[src/rtl/mem_port_arbiter_if.sv]
// mem_port_arbiter_if: requester-side and Memoria-side signals of mem_port_arbiter.
// The master modport is the environment side and the slave modport is the arbiter side.
interface mem_port_arbiter_if #(
    parameter int ADDR_W = 32,
    parameter int DATA_W = 32
);
    logic              req0, wr0, ack0, req1, wr1, ack1, mem_wr, busy, owner;
    logic [ADDR_W-1:0] addr0, addr1, mem_addr;
    logic [DATA_W-1:0] wdata0, rdata0, wdata1, rdata1, mem_wdata, mem_rdata;
    modport master (
        output req0, wr0, addr0, wdata0, req1, wr1, addr1, wdata1, mem_rdata,
        input  ack0, rdata0, ack1, rdata1, mem_addr, mem_wr, mem_wdata, busy, owner
    );
    modport slave (
        input  req0, wr0, addr0, wdata0, req1, wr1, addr1, wdata1, mem_rdata,
        output ack0, rdata0, ack1, rdata1, mem_addr, mem_wr, mem_wdata, busy, owner
    );
endinterface

[src/rtl/mem_port_arbiter.sv]
// mem_port_arbiter: serialises two requesters onto single-port Memoria, one access in flight.
// Defining MEM_ARB_STATS_EN adds saturating grant and conflict counters.
module mem_port_arbiter #(
    parameter int ADDR_W     = 32,
    parameter int DATA_W     = 32,
    parameter int MEM_LAT    = 1,
    parameter int FIXED_PRIO = 0
) (
    input  logic                clk,
    input  logic                rst,
    mem_port_arbiter_if.slave   bus
`ifdef MEM_ARB_STATS_EN
    ,
    output logic [15:0]         grant_cnt0_o,
    output logic [15:0]         grant_cnt1_o,
    output logic [15:0]         conflict_cnt_o
`endif
);
    typedef enum logic [1:0] {IDLE, ACCESS, RESP} state_t;
    state_t            state_q, state_d;
    logic [3:0]        cnt_q, cnt_d;
    logic              last_q, last_d, owner_q, owner_d, wr_q, wr_d;
    logic [ADDR_W-1:0] addr_q, addr_d;
    logic [DATA_W-1:0] wdata_q, wdata_d, rdata0_q, rdata0_d, rdata1_q, rdata1_d;
    logic              any_req, gnt1, done;
    always_comb begin
        any_req  = bus.req0 | bus.req1;
        // on a tie round-robin hands the grant to whichever port was not served last
        gnt1     = bus.req1 & (~bus.req0 | ((FIXED_PRIO == 0) & ~last_q));
        done     = cnt_q == 4'(MEM_LAT - 1);
        state_d  = state_q;
        cnt_d    = cnt_q;
        last_d   = last_q;
        owner_d  = owner_q;
        wr_d     = wr_q;
        addr_d   = addr_q;
        wdata_d  = wdata_q;
        rdata0_d = rdata0_q;
        rdata1_d = rdata1_q;
        case (state_q)
            IDLE: if (any_req) begin
                state_d = ACCESS;
                cnt_d   = '0;
                owner_d = gnt1;
                last_d  = gnt1;
                wr_d    = gnt1 ? bus.wr1 : bus.wr0;
                addr_d  = gnt1 ? bus.addr1 : bus.addr0;
                wdata_d = gnt1 ? bus.wdata1 : bus.wdata0;
            end
            ACCESS: if (done) begin
                state_d  = RESP;
                rdata0_d = (!wr_q && !owner_q) ? bus.mem_rdata : rdata0_q;
                rdata1_d = (!wr_q && owner_q) ? bus.mem_rdata : rdata1_q;
            end else begin
                cnt_d = cnt_q + 4'd1;
            end
            default: state_d = IDLE;
        endcase
    end
    always_ff @(posedge clk or posedge rst)
        if (rst) begin
            state_q  <= IDLE;
            cnt_q    <= '0;
            last_q   <= 1'b1;
            owner_q  <= 1'b0;
            wr_q     <= 1'b0;
            addr_q   <= '0;
            wdata_q  <= '0;
            rdata0_q <= '0;
            rdata1_q <= '0;
        end else begin
            state_q  <= state_d;
            cnt_q    <= cnt_d;
            last_q   <= last_d;
            owner_q  <= owner_d;
            wr_q     <= wr_d;
            addr_q   <= addr_d;
            wdata_q  <= wdata_d;
            rdata0_q <= rdata0_d;
            rdata1_q <= rdata1_d;
        end
    assign bus.mem_addr  = (state_q == ACCESS) ? addr_q : '0;
    assign bus.mem_wdata = (state_q == ACCESS) ? wdata_q : '0;
    // a single write strobe, in the first ACCESS cycle only
    assign bus.mem_wr    = (state_q == ACCESS) && (cnt_q == 4'd0) && wr_q;
    assign bus.ack0      = (state_q == RESP) && !owner_q;
    assign bus.ack1      = (state_q == RESP) && owner_q;
    assign bus.busy      = state_q != IDLE;
    assign bus.owner     = owner_q;
    assign bus.rdata0    = rdata0_q;
    assign bus.rdata1    = rdata1_q;
`ifdef MEM_ARB_STATS_EN
    logic [15:0] grant_cnt0_q, grant_cnt1_q, conflict_cnt_q;
    always_ff @(posedge clk or posedge rst)
        if (rst) begin
            grant_cnt0_q   <= '0;
            grant_cnt1_q   <= '0;
            conflict_cnt_q <= '0;
        end else if (state_q == IDLE) begin
            if (any_req && !gnt1 && grant_cnt0_q != 16'hFFFF) grant_cnt0_q <= grant_cnt0_q + 16'd1;
            if (gnt1 && grant_cnt1_q != 16'hFFFF) grant_cnt1_q <= grant_cnt1_q + 16'd1;
            if (bus.req0 && bus.req1 && conflict_cnt_q != 16'hFFFF) conflict_cnt_q <= conflict_cnt_q + 16'd1;
        end
    assign grant_cnt0_o   = grant_cnt0_q;
    assign grant_cnt1_o   = grant_cnt1_q;
    assign conflict_cnt_o = conflict_cnt_q;
`endif
endmodule

[src/flat_wrapper.sv]
// flat-port wrapper written by rule: the top's interface ports become plain ports
module mem_port_arbiter_flat 
#(
    parameter int ADDR_W     = 32,
    parameter int DATA_W     = 32,
    parameter int MEM_LAT    = 1,
    parameter int FIXED_PRIO = 0
)
  (clk, rst, bus_req0, bus_wr0, bus_addr0, bus_wdata0, bus_req1, bus_wr1, bus_addr1, bus_wdata1, bus_mem_rdata, bus_ack0, bus_rdata0, bus_ack1, bus_rdata1, bus_mem_addr, bus_mem_wr, bus_mem_wdata, bus_busy, bus_owner);
  mem_port_arbiter_if #(.ADDR_W(ADDR_W), .DATA_W(DATA_W)) bus_i ();
  input  logic clk;
  input  logic rst;
  input wire logic [$bits(bus_i.req0)-1:0] bus_req0;
  input wire logic [$bits(bus_i.wr0)-1:0] bus_wr0;
  input wire logic [$bits(bus_i.addr0)-1:0] bus_addr0;
  input wire logic [$bits(bus_i.wdata0)-1:0] bus_wdata0;
  input wire logic [$bits(bus_i.req1)-1:0] bus_req1;
  input wire logic [$bits(bus_i.wr1)-1:0] bus_wr1;
  input wire logic [$bits(bus_i.addr1)-1:0] bus_addr1;
  input wire logic [$bits(bus_i.wdata1)-1:0] bus_wdata1;
  input wire logic [$bits(bus_i.mem_rdata)-1:0] bus_mem_rdata;
  output wire logic [$bits(bus_i.ack0)-1:0] bus_ack0;
  output wire logic [$bits(bus_i.rdata0)-1:0] bus_rdata0;
  output wire logic [$bits(bus_i.ack1)-1:0] bus_ack1;
  output wire logic [$bits(bus_i.rdata1)-1:0] bus_rdata1;
  output wire logic [$bits(bus_i.mem_addr)-1:0] bus_mem_addr;
  output wire logic [$bits(bus_i.mem_wr)-1:0] bus_mem_wr;
  output wire logic [$bits(bus_i.mem_wdata)-1:0] bus_mem_wdata;
  output wire logic [$bits(bus_i.busy)-1:0] bus_busy;
  output wire logic [$bits(bus_i.owner)-1:0] bus_owner;
  assign bus_i.req0 = bus_req0;
  assign bus_i.wr0 = bus_wr0;
  assign bus_i.addr0 = bus_addr0;
  assign bus_i.wdata0 = bus_wdata0;
  assign bus_i.req1 = bus_req1;
  assign bus_i.wr1 = bus_wr1;
  assign bus_i.addr1 = bus_addr1;
  assign bus_i.wdata1 = bus_wdata1;
  assign bus_i.mem_rdata = bus_mem_rdata;
  assign bus_ack0 = bus_i.ack0;
  assign bus_rdata0 = bus_i.rdata0;
  assign bus_ack1 = bus_i.ack1;
  assign bus_rdata1 = bus_i.rdata1;
  assign bus_mem_addr = bus_i.mem_addr;
  assign bus_mem_wr = bus_i.mem_wr;
  assign bus_mem_wdata = bus_i.mem_wdata;
  assign bus_busy = bus_i.busy;
  assign bus_owner = bus_i.owner;
  mem_port_arbiter #(.ADDR_W(ADDR_W), .DATA_W(DATA_W), .MEM_LAT(MEM_LAT), .FIXED_PRIO(FIXED_PRIO)) u_core (.clk(clk), .rst(rst), .bus(bus_i));
endmodule
[config.mk]
export PLATFORM = sky130hd
export DESIGN_NAME = mem_port_arbiter_flat
export DESIGN_NICKNAME = d
export VERILOG_FILES = /design/src/rtl/mem_port_arbiter_if.sv /design/src/rtl/mem_port_arbiter.sv /design/src/flat_wrapper.sv
export SDC_FILE = /design/constraint.sdc
export NUM_CORES = 1
export LEC_CHECK = 0
export CAP_MARGIN = 20
export CORE_MARGIN = 2
export CORE_UTILIZATION = 35
export CTS_CLUSTER_SIZE = 16
export DETAILED_ROUTE_END_ITERATION = 10
export DONT_BUFFER_PORTS = 1
export GPL_TIMING_DRIVEN = 0
export PLACE_DENSITY = 0.45
export SETUP_SLACK_MARGIN = 0.02
export SYNTH_ARGS = -nofsm -noshare
export SYNTH_HDL_FRONTEND = slang
export SYNTH_SLANG_ARGS = --single-unit
[constraint.sdc]
create_clock -name clk -period 8.29 [get_ports clk]
set_clock_uncertainty 0.05 [all_clocks]
set_input_delay 2.487 -clock clk [delete_from_list [all_inputs] [get_ports clk]]
set_output_delay 2.487 -clock clk [all_outputs]
set_load 0.03 [all_outputs]
---- Yosys cells after proc, flatten, opt, wreduce, memory -nomap -nowiden ----
Cells that the tools add are included.
storage, ports and cells
  output and inout port bits .............. 133
  flip-flop bits (word level) ............. 137
  bits of input ports ..................... 166
operators by class
  bitwise logic cells ..................... 5
  multiplexer cells ....................... 11
  reduce and logical (&&, ||, !) cells .... 17
  equality and inequality tests ........... 5
  $add $sub $neg .......................... 1
operators by type and width
  operator               count
  $mux W32               4
  $reduce_and A3 Y1      3
  $mux W4                2
  $pmux W4 S2            1
  $logic_and A1 B1 Y1    6
  $add A4 B1 Y4 const B  1
  $logic_not A4 Y1       1
  $mux W2                2
  $ne A2 B1 Y1 const B   2
  $pmux W2 S2            1
  $reduce_and A2 Y1      2
  $reduce_bool A2 Y1     2
  $eq A2 B1 Y1 const B   1
  $eq A2 B2 Y1 const B   1
  $logic_not A1 Y1       2
  $logic_not A2 Y1       1
  $ne A2 B2 Y1 const B   1
  $not A1 Y1             2
  $or A1 B1 Y1           2
  $and A1 B1 Y1          1
  $mux W1                1

---- Depth between registers and ports, before layout ----
Gate-level depths: netlist of run 1.
  word-level depth ........................ 4
  depth in mapped cells ................... 7
  gate-level depth less buffers ........... 5

---- Worst setup path after synthesis of run 1 ----
Ideal clock, no wire load.
  path type ............................... register to output
  start ................................... register u_core.state_q[0]
  end ..................................... output bus_mem_addr[13]
  slack ................................... 4305 ps
  required time ........................... 5753 ps
  path buffers ............................ 3
  arrival time ............................ 1448 ps
  stages on the path, launching flop included .. 6
  cell sequence ........................... dfrtp_1 -> nor2b_1 -> clkbuf_1 -> clkbuf_1 -> clkbuf_1 -> and2_1
on the way
  longest elaborated chain between the ends .. 2
ends and longest elaborated chain
  element                 RTL line                text
  start, declared         mem_port_arbiter.sv:20  state_t state_q, state_d;
  start signal, assigned  mem_port_arbiter.sv:72  state_q <= state_d;
  $eq A2 B1 Y1            mem_port_arbiter.sv:82  assign bus.mem_addr = (state_q == ACCESS) ? addr_q : '0;
  $mux W32                mem_port_arbiter.sv:82
  end, declared           flat_wrapper.sv:26      output wire logic [$bits(bus_i.mem_addr)-1:0] bus_mem_addr;
Every way passes these cells.

---- Worst setup path after layout of run 1 ----
  start ................................... register u_core.state_q[0]
  end ..................................... output bus_mem_addr[19]
The elaborated chain is that of the path after synthesis.

==> impl_metrics.ini, run 1 <==
[global_routing]
antenna_found_initial = 0
grt_max_degree = 82
grt_pass1_vias = 4969
grt_usage = 0.187
grt-ovfl-total = 0
grt_pass1_wl_um = 28700

[clock_network]
cts_resized = 0
ctsLongestPathBuffers = 2
root_buffer = clkbuf_16
clock_latency_ns = 0.41
cts_buffers = 17
cts_max_level = 4
clock_sinks = 137
cts_tree = done
ctsHoldBuffers = 0
path_clk_slew_ns = 0.06
cts_setup_buffers = 0

[sta]
tightest_slew_ns = 1.10
setup_tns_ns = 0
fin_ws_ns = 3.18
maxSlewViolCount = 0
timing.fmax_mhz = 196
fin_crit_sh = 0.617
slew_headroom = 0.266
period_minus_slack_ns = 5.11
hold_viol = 0
setup_viol = 0
rsz0062_at_grt = no

[critical_path]
start_kind = register
max_stage_delay_ns = 0.50
crit_chain = nor2b_1 -> clkbuf_1 -> clkbuf_1 -> clkbuf_1 -> and2_1
required_ns = 5.75
r2r_slack_ns = 5.90
path_common_cell = clkbuf_1
critPathBufInv = 3
path_class = register to primary output
startpoint = u_core.state_q[0]
crit_path_end_kind = primary output
r2r_start = u_core.state_q[0]
cp_top_family = buffers and inverters
critPathSlowestCell = clkbuf_1
cp_data_arrival_time_ns = 2.58
worstPathMaxFanout = 10

[finish]
fin_util = 0.410
nets = 738
area_growth_pct = 14.3
filler_cell_count = 1746
antenna_cells = 0
layout-drive-gt1-share = 0.185

[floorplan]
dieArea_sq_mm = 0.0196
pin_count = 299
fp.dieH_um = 140
die_w_um = 140
core.rowCount = 49
start_util = 0.359
core-area_sq_mm = 0.0180

[drt]
via_per_inst = 5.63
routedWlPerCell_um = 22.9
wl_um = 18600
first_iter_violations = 177
vias = 4573
remaining_drc_errors = 0
ant_nets = 0
firstDrtPassIters = 4

[outcome]
outcome = completed

[place]
dp_hpwl_um = 13300
place_ws_ns = 3.55
io_buffers = 0
globalplace.congestion = 0.788

[worst_hold_path]
min_from = u_core.addr_q[1]
hold_class = register to register

[synthesis]
syn_nets = 718
syn_inst = 550
syn_avg_cell_area_sq_um = 11.8
ys_ff_latch = 137
synth-main-ff-cell = dfrtp_1
synth_edf_count = 0
ys_seq_area_frac = 0.530
yosys_warnings = 0
async_flop_share = 1.00
netlist_area_sq_mm = 0.00647
synth_top_cell_by_area = dfrtp_1
synth_top_area_frac = 0.526
synth_area_leaders = dfrtp_1, a2bb2oi_1, a211oi_1, mux2_4, and2_1
synth_cell_types = 34

[pwr]
p_leak_nw = 3.14
finalPower_mw = 3.68
power.density_mw_per_mm2 = 498
vdd_ir_drop_max_mv = 0.292

[job]
drv_cap = 0
## sequential cells by signal, summed over array words and instances (netlist names)
name / cells
u_core.addr_q: 32
u_core.bus.rdata0: 32
u_core.bus.rdata1: 32
u_core.wdata_q: 32
u_core.cnt_q: 4
u_core.state_q: 2
u_core.bus.owner: 1
u_core.last_q: 1
u_core.wr_q: 1
## path summary, 6_finish.rpt
check / end / cells past startpoint
max in group asynchronous: u_core.last_q / 2
worst max-delay path: bus_mem_addr[19] / 5
min in group asynchronous: u_core.bus.rdata0[14] / 1
worst min register to register: u_core.addr_q[1] / 1
worst min-delay path: u_core.addr_q[1] / 1
worst max register to register: u_core.addr_q[4] / 6
## routing by layer
| layer | wire length, um | part of all wire | vias up | track usage |
|---|---|---|---|---|
| met5 | 0 | 0 | - | 0 |
| met4 | 367 | 0.020 | 0 | 0.0653 |
| met3 | 1710 | 0.092 | 20 | 0.0793 |
| met2 | 9200 | 0.50 | 204 | 0.311 |
| met1 | 7290 | 0.39 | 2312 | 0.218 |
| li1 | - | - | 2037 | - |
## cells in the mapped netlist, types with 2 or more instances
library cell / instances
inv_1: 4
nor2_1: 4
nor3b_1: 2
o22ai_1: 2
and2_1: 64
buf_12: 3
clkbuf_1: 43
o21ai_0: 5
mux2_4: 30
a211oi_1: 65
or2_2: 2
dfrtp_1: 136
ha_1: 2
nand2_1: 66
nand3_1: 3
mux2_2: 34
a2bb2oi_1: 66
buf_1: 3
## layout by cell type (no fill, tap or decap), types with 3 or more instances in the layout
cell type,instances
bufinv_16,3
mux2_4,30
nand2_1,66
nor2_1,4
nand3_1,3
a211oi_1,65
clkinv_4,3
mux2_2,34
dfrtp_1,136
and2_1,64
clkinvlp_4,3
clkbuf_1,44
o21ai_0,5
a2bb2oi_1,66
buf_1,3
inv_1,3
clkinv_2,3
clkbuf_16,17
buf_12,3
## cells by family (layout without fill, tap and decap cells)
group                      Yosys count  count (layout)  share of synthesized area
DFF                                137             137                      0.530
adders and majority gates            2               2                    0.00387
and+or+nand+nor                    148             148                      0.118
xor gates and xnor gates             1               1                    0.00135
AOI/OAI and AO/OA                  143             143                      0.177
buffers and inverters               55              88                     0.0408
muxes                               64              64                      0.129
## where the power goes
group | internal, mW | switching, mW | leakage (nW)
registers | 1.00 | 0.542 | 1.58
clock network | 0.476 | 0.302 | 0.288
logic | 0.567 | 0.791 | 1.28
## through the flow
stage | instance area, sq um | std cells | hold WS, ns
6_report | 7390 | 812 | 0.482
3_5_place_dp | 6790 | 780 | 0.468
4_1_cts | 7390 | 812 | 0.488
2_1_floorplan | 6470 | 550 | 0.432
3_3_place_gp | 6760 | 779 | 0.463
5_1_grt | 7390 | 812 | 0.505
## final cells by class
| cell class | instances | area [sq um] | share of cell area |
|---|---|---|---|
| clock buffer | 18 | 429 | 0.0581 |
| timing repair buffer | 1 | 27.5 | 0.00372 |
| inverter | 4 | 20.0 | 0.00271 |
| buffer | 51 | 249 | 0.0337 |
| multi-input combinational | 358 | 2780 | 0.375 |
| sequential | 137 | 3430 | 0.464 |
| clock inverter | 14 | 174 | 0.0235 |
| tap | 229 | 287 | 0.0388 |
Power figures use the tool's default switching activity.
==> inputs of run 2 (changes only) <==
Clock period 8.29 ns to 5.3 ns, I/O delays scaled along.
==> impl_metrics.ini, run 2 (synthesis gave the netlist of run 1 again) <==
[outcome]
outcome = completed

[drt]
via_per_inst = 5.66
routedWlPerCell_um = 22.7
firstDrtPassIters = 4
wl_um = 18500
remaining_drc_errors = 0
ant_nets = 0
vias = 4608
first_iter_violations = 159

[pwr]
finalPower_mw = 5.70
vdd_ir_drop_max_mv = 0.304
p_leak_nw = 3.14
power.density_mw_per_mm2 = 771

[critical_path]
path_common_cell = clkbuf_1
worstPathMaxFanout = 10
r2r_cells = 6
required_ns = 3.66
start_kind = register
critPathBufInv = 3
crit_chain = nor2b_1 -> clkbuf_1 -> clkbuf_1 -> clkbuf_1 -> and2_1
max_stage_delay_ns = 0.50
critical_path_cell_count = 5
critPathSlowestCell = clkbuf_1
cp_data_arrival_time_ns = 2.57
cp_top_family = buffers and inverters
path_class = register to primary output
crit_path_end_kind = primary output

[sta]
hold_viol = 0
setup_viol = 0
slew_headroom = 0.271
rsz0062_at_grt = no
setup_tns_ns = 0
period_minus_slack_ns = 4.21
fin_crit_sh = 0.794
maxSlewViolCount = 0
tightest_slew_ns = 1.09
timing.fmax_mhz = 238

[global_routing]
grt_pass1_wl_um = 28600
antenna_found_initial = 0
grt_max_degree = 40
grt-ovfl-total = 0
grt_pass1_vias = 4925
grt_usage = 0.188

[floorplan]
core-area_sq_mm = 0.0180
dieArea_sq_mm = 0.0196
core.rowCount = 49
die_w_um = 140
start_util = 0.359
fp.dieH_um = 140
pin_count = 299

[place]
globalplace.congestion = 0.761
io_buffers = 0
postPlaceCellArea_sq_mm = 0.00682
dp_hpwl_um = 13500

[worst_hold_path]
hold_path_depth = 1
hold_class = register to register

[clock_network]
root_buffer = clkbuf_16
cts_buffers = 17
clock_latency_ns = 0.41
ctsHoldBuffers = 0
path_clk_slew_ns = 0.06
cts_max_level = 4
cts_setup_buffers = 0
ctsLongestPathBuffers = 2
cts_tree = done
clock_sinks = 137
cts_resized = 0

[finish]
regArea_sq_mm = 0.00343
area_growth_pct = 14.4
nets = 740
filler_cell_count = 1751
layout-drive-gt1-share = 0.188
postLayoutCellArea_sq_mm = 0.00740
layout_commonest_cell = dfrtp_1
antenna_cells = 0
multiInputGateArea_sq_mm = 0.00278
mostFrequentLayoutCells = dfrtp_1, a2bb2oi_1, nand2_1

[job]
drv_cap = 0
[run 2: cell types whose count changed in the layout (fill, tap and decap cells not counted), sizes merged]
cell,delta
clkinvlp,+2
bufinv,-1
buf,+2
inv,-1
[run 2: through the flow]
stage | std cells | setup WS (ns) | hold slack (ns) | utilization
floorplan | 550 | 1.95 | 0.432 | -
global placement | 779 | 1.12 | 0.463 | 0.375
detailed placement | 782 | 1.47 | 0.471 | 0.378
CTS | 814 | 1.01 | 0.489 | 0.410
global route | 814 | 0.931 | 0.501 | 0.410
finish | 814 | 1.09 | 0.484 | 0.410
[run 2: power by group]
| part | internal [mW] | switching, mW | leakage [nW] | total (mW) |
|---|---|---|---|---|
| logic | 0.888 | 1.24 | 1.29 | 2.13 |
| registers | 1.57 | 0.845 | 1.58 | 2.41 |
| clock network | 0.695 | 0.474 | 0.273 | 1.17 |
| total | 3.15 | 2.56 | 3.14 | 5.70 |
[run 2: layout make-up]
type	count	share of cell area
buffer	51	0.0337
clock buffer	18	0.0580
clock inverter	14	0.0201
inverter	4	0.00254
multi-input combinational	358	0.375
sequential	137	0.464
tap	229	0.0387
timing repair buffer	3	0.00812
[run 2: worst paths after layout]
check	startpoint	to	slack (ns)
min	u_core.wdata_q[24]	u_core.wdata_q[24]	0.48
max	u_core.state_q[0]	bus_mem_addr[19]	1.09
max reg2reg	u_core.state_q[0]	u_core.addr_q[5]	2.92
min in group asynchronous	rst	u_core.bus.rdata0[11]	1.15
max in group asynchronous	rst	u_core.addr_q[18]	3.13
min reg2reg	u_core.wdata_q[24]	u_core.wdata_q[24]	0.48
[run 2: layer usage]
metal / GRT usage / wire, um / vias to the layer above / part of all wire
li1: - / - / 2027 / -
met1: 0.218 / 7240 / 2330 / 0.39
met2: 0.310 / 9070 / 217 / 0.49
met3: 0.0738 / 1680 / 34 / 0.091
met4: 0.0774 / 478 / 0 / 0.026
met5: 0 / 0 / - / 0
[run 2: worst reg2reg max path, stage by stage (launching register included)]
cell       delay (ns)
dfrtp_1          0.40
or2_2            0.30
clkbuf_1         0.25
nor2_1           0.30
buf_2            0.29
buf_1            0.47
a2bb2oi_1        0.23
==> inputs of run 3 (changes only) <==
Clock period 5.3 ns to 4.4 ns, I/O delays scaled along.
==> results of run 3 <==
Same layout as run 2 (identical final DEF). Status: completed.
Main changes from that run: setup slack after placement 1.47 ns -> 0.839 ns; setup slack after layout 1.09 ns -> 0.460 ns; register-to-register setup slack 2.92 ns -> 2.02 ns; total power 5.70 mW -> 6.87 mW; worst IR drop on VDD 0.304 mV -> 0.366 mV
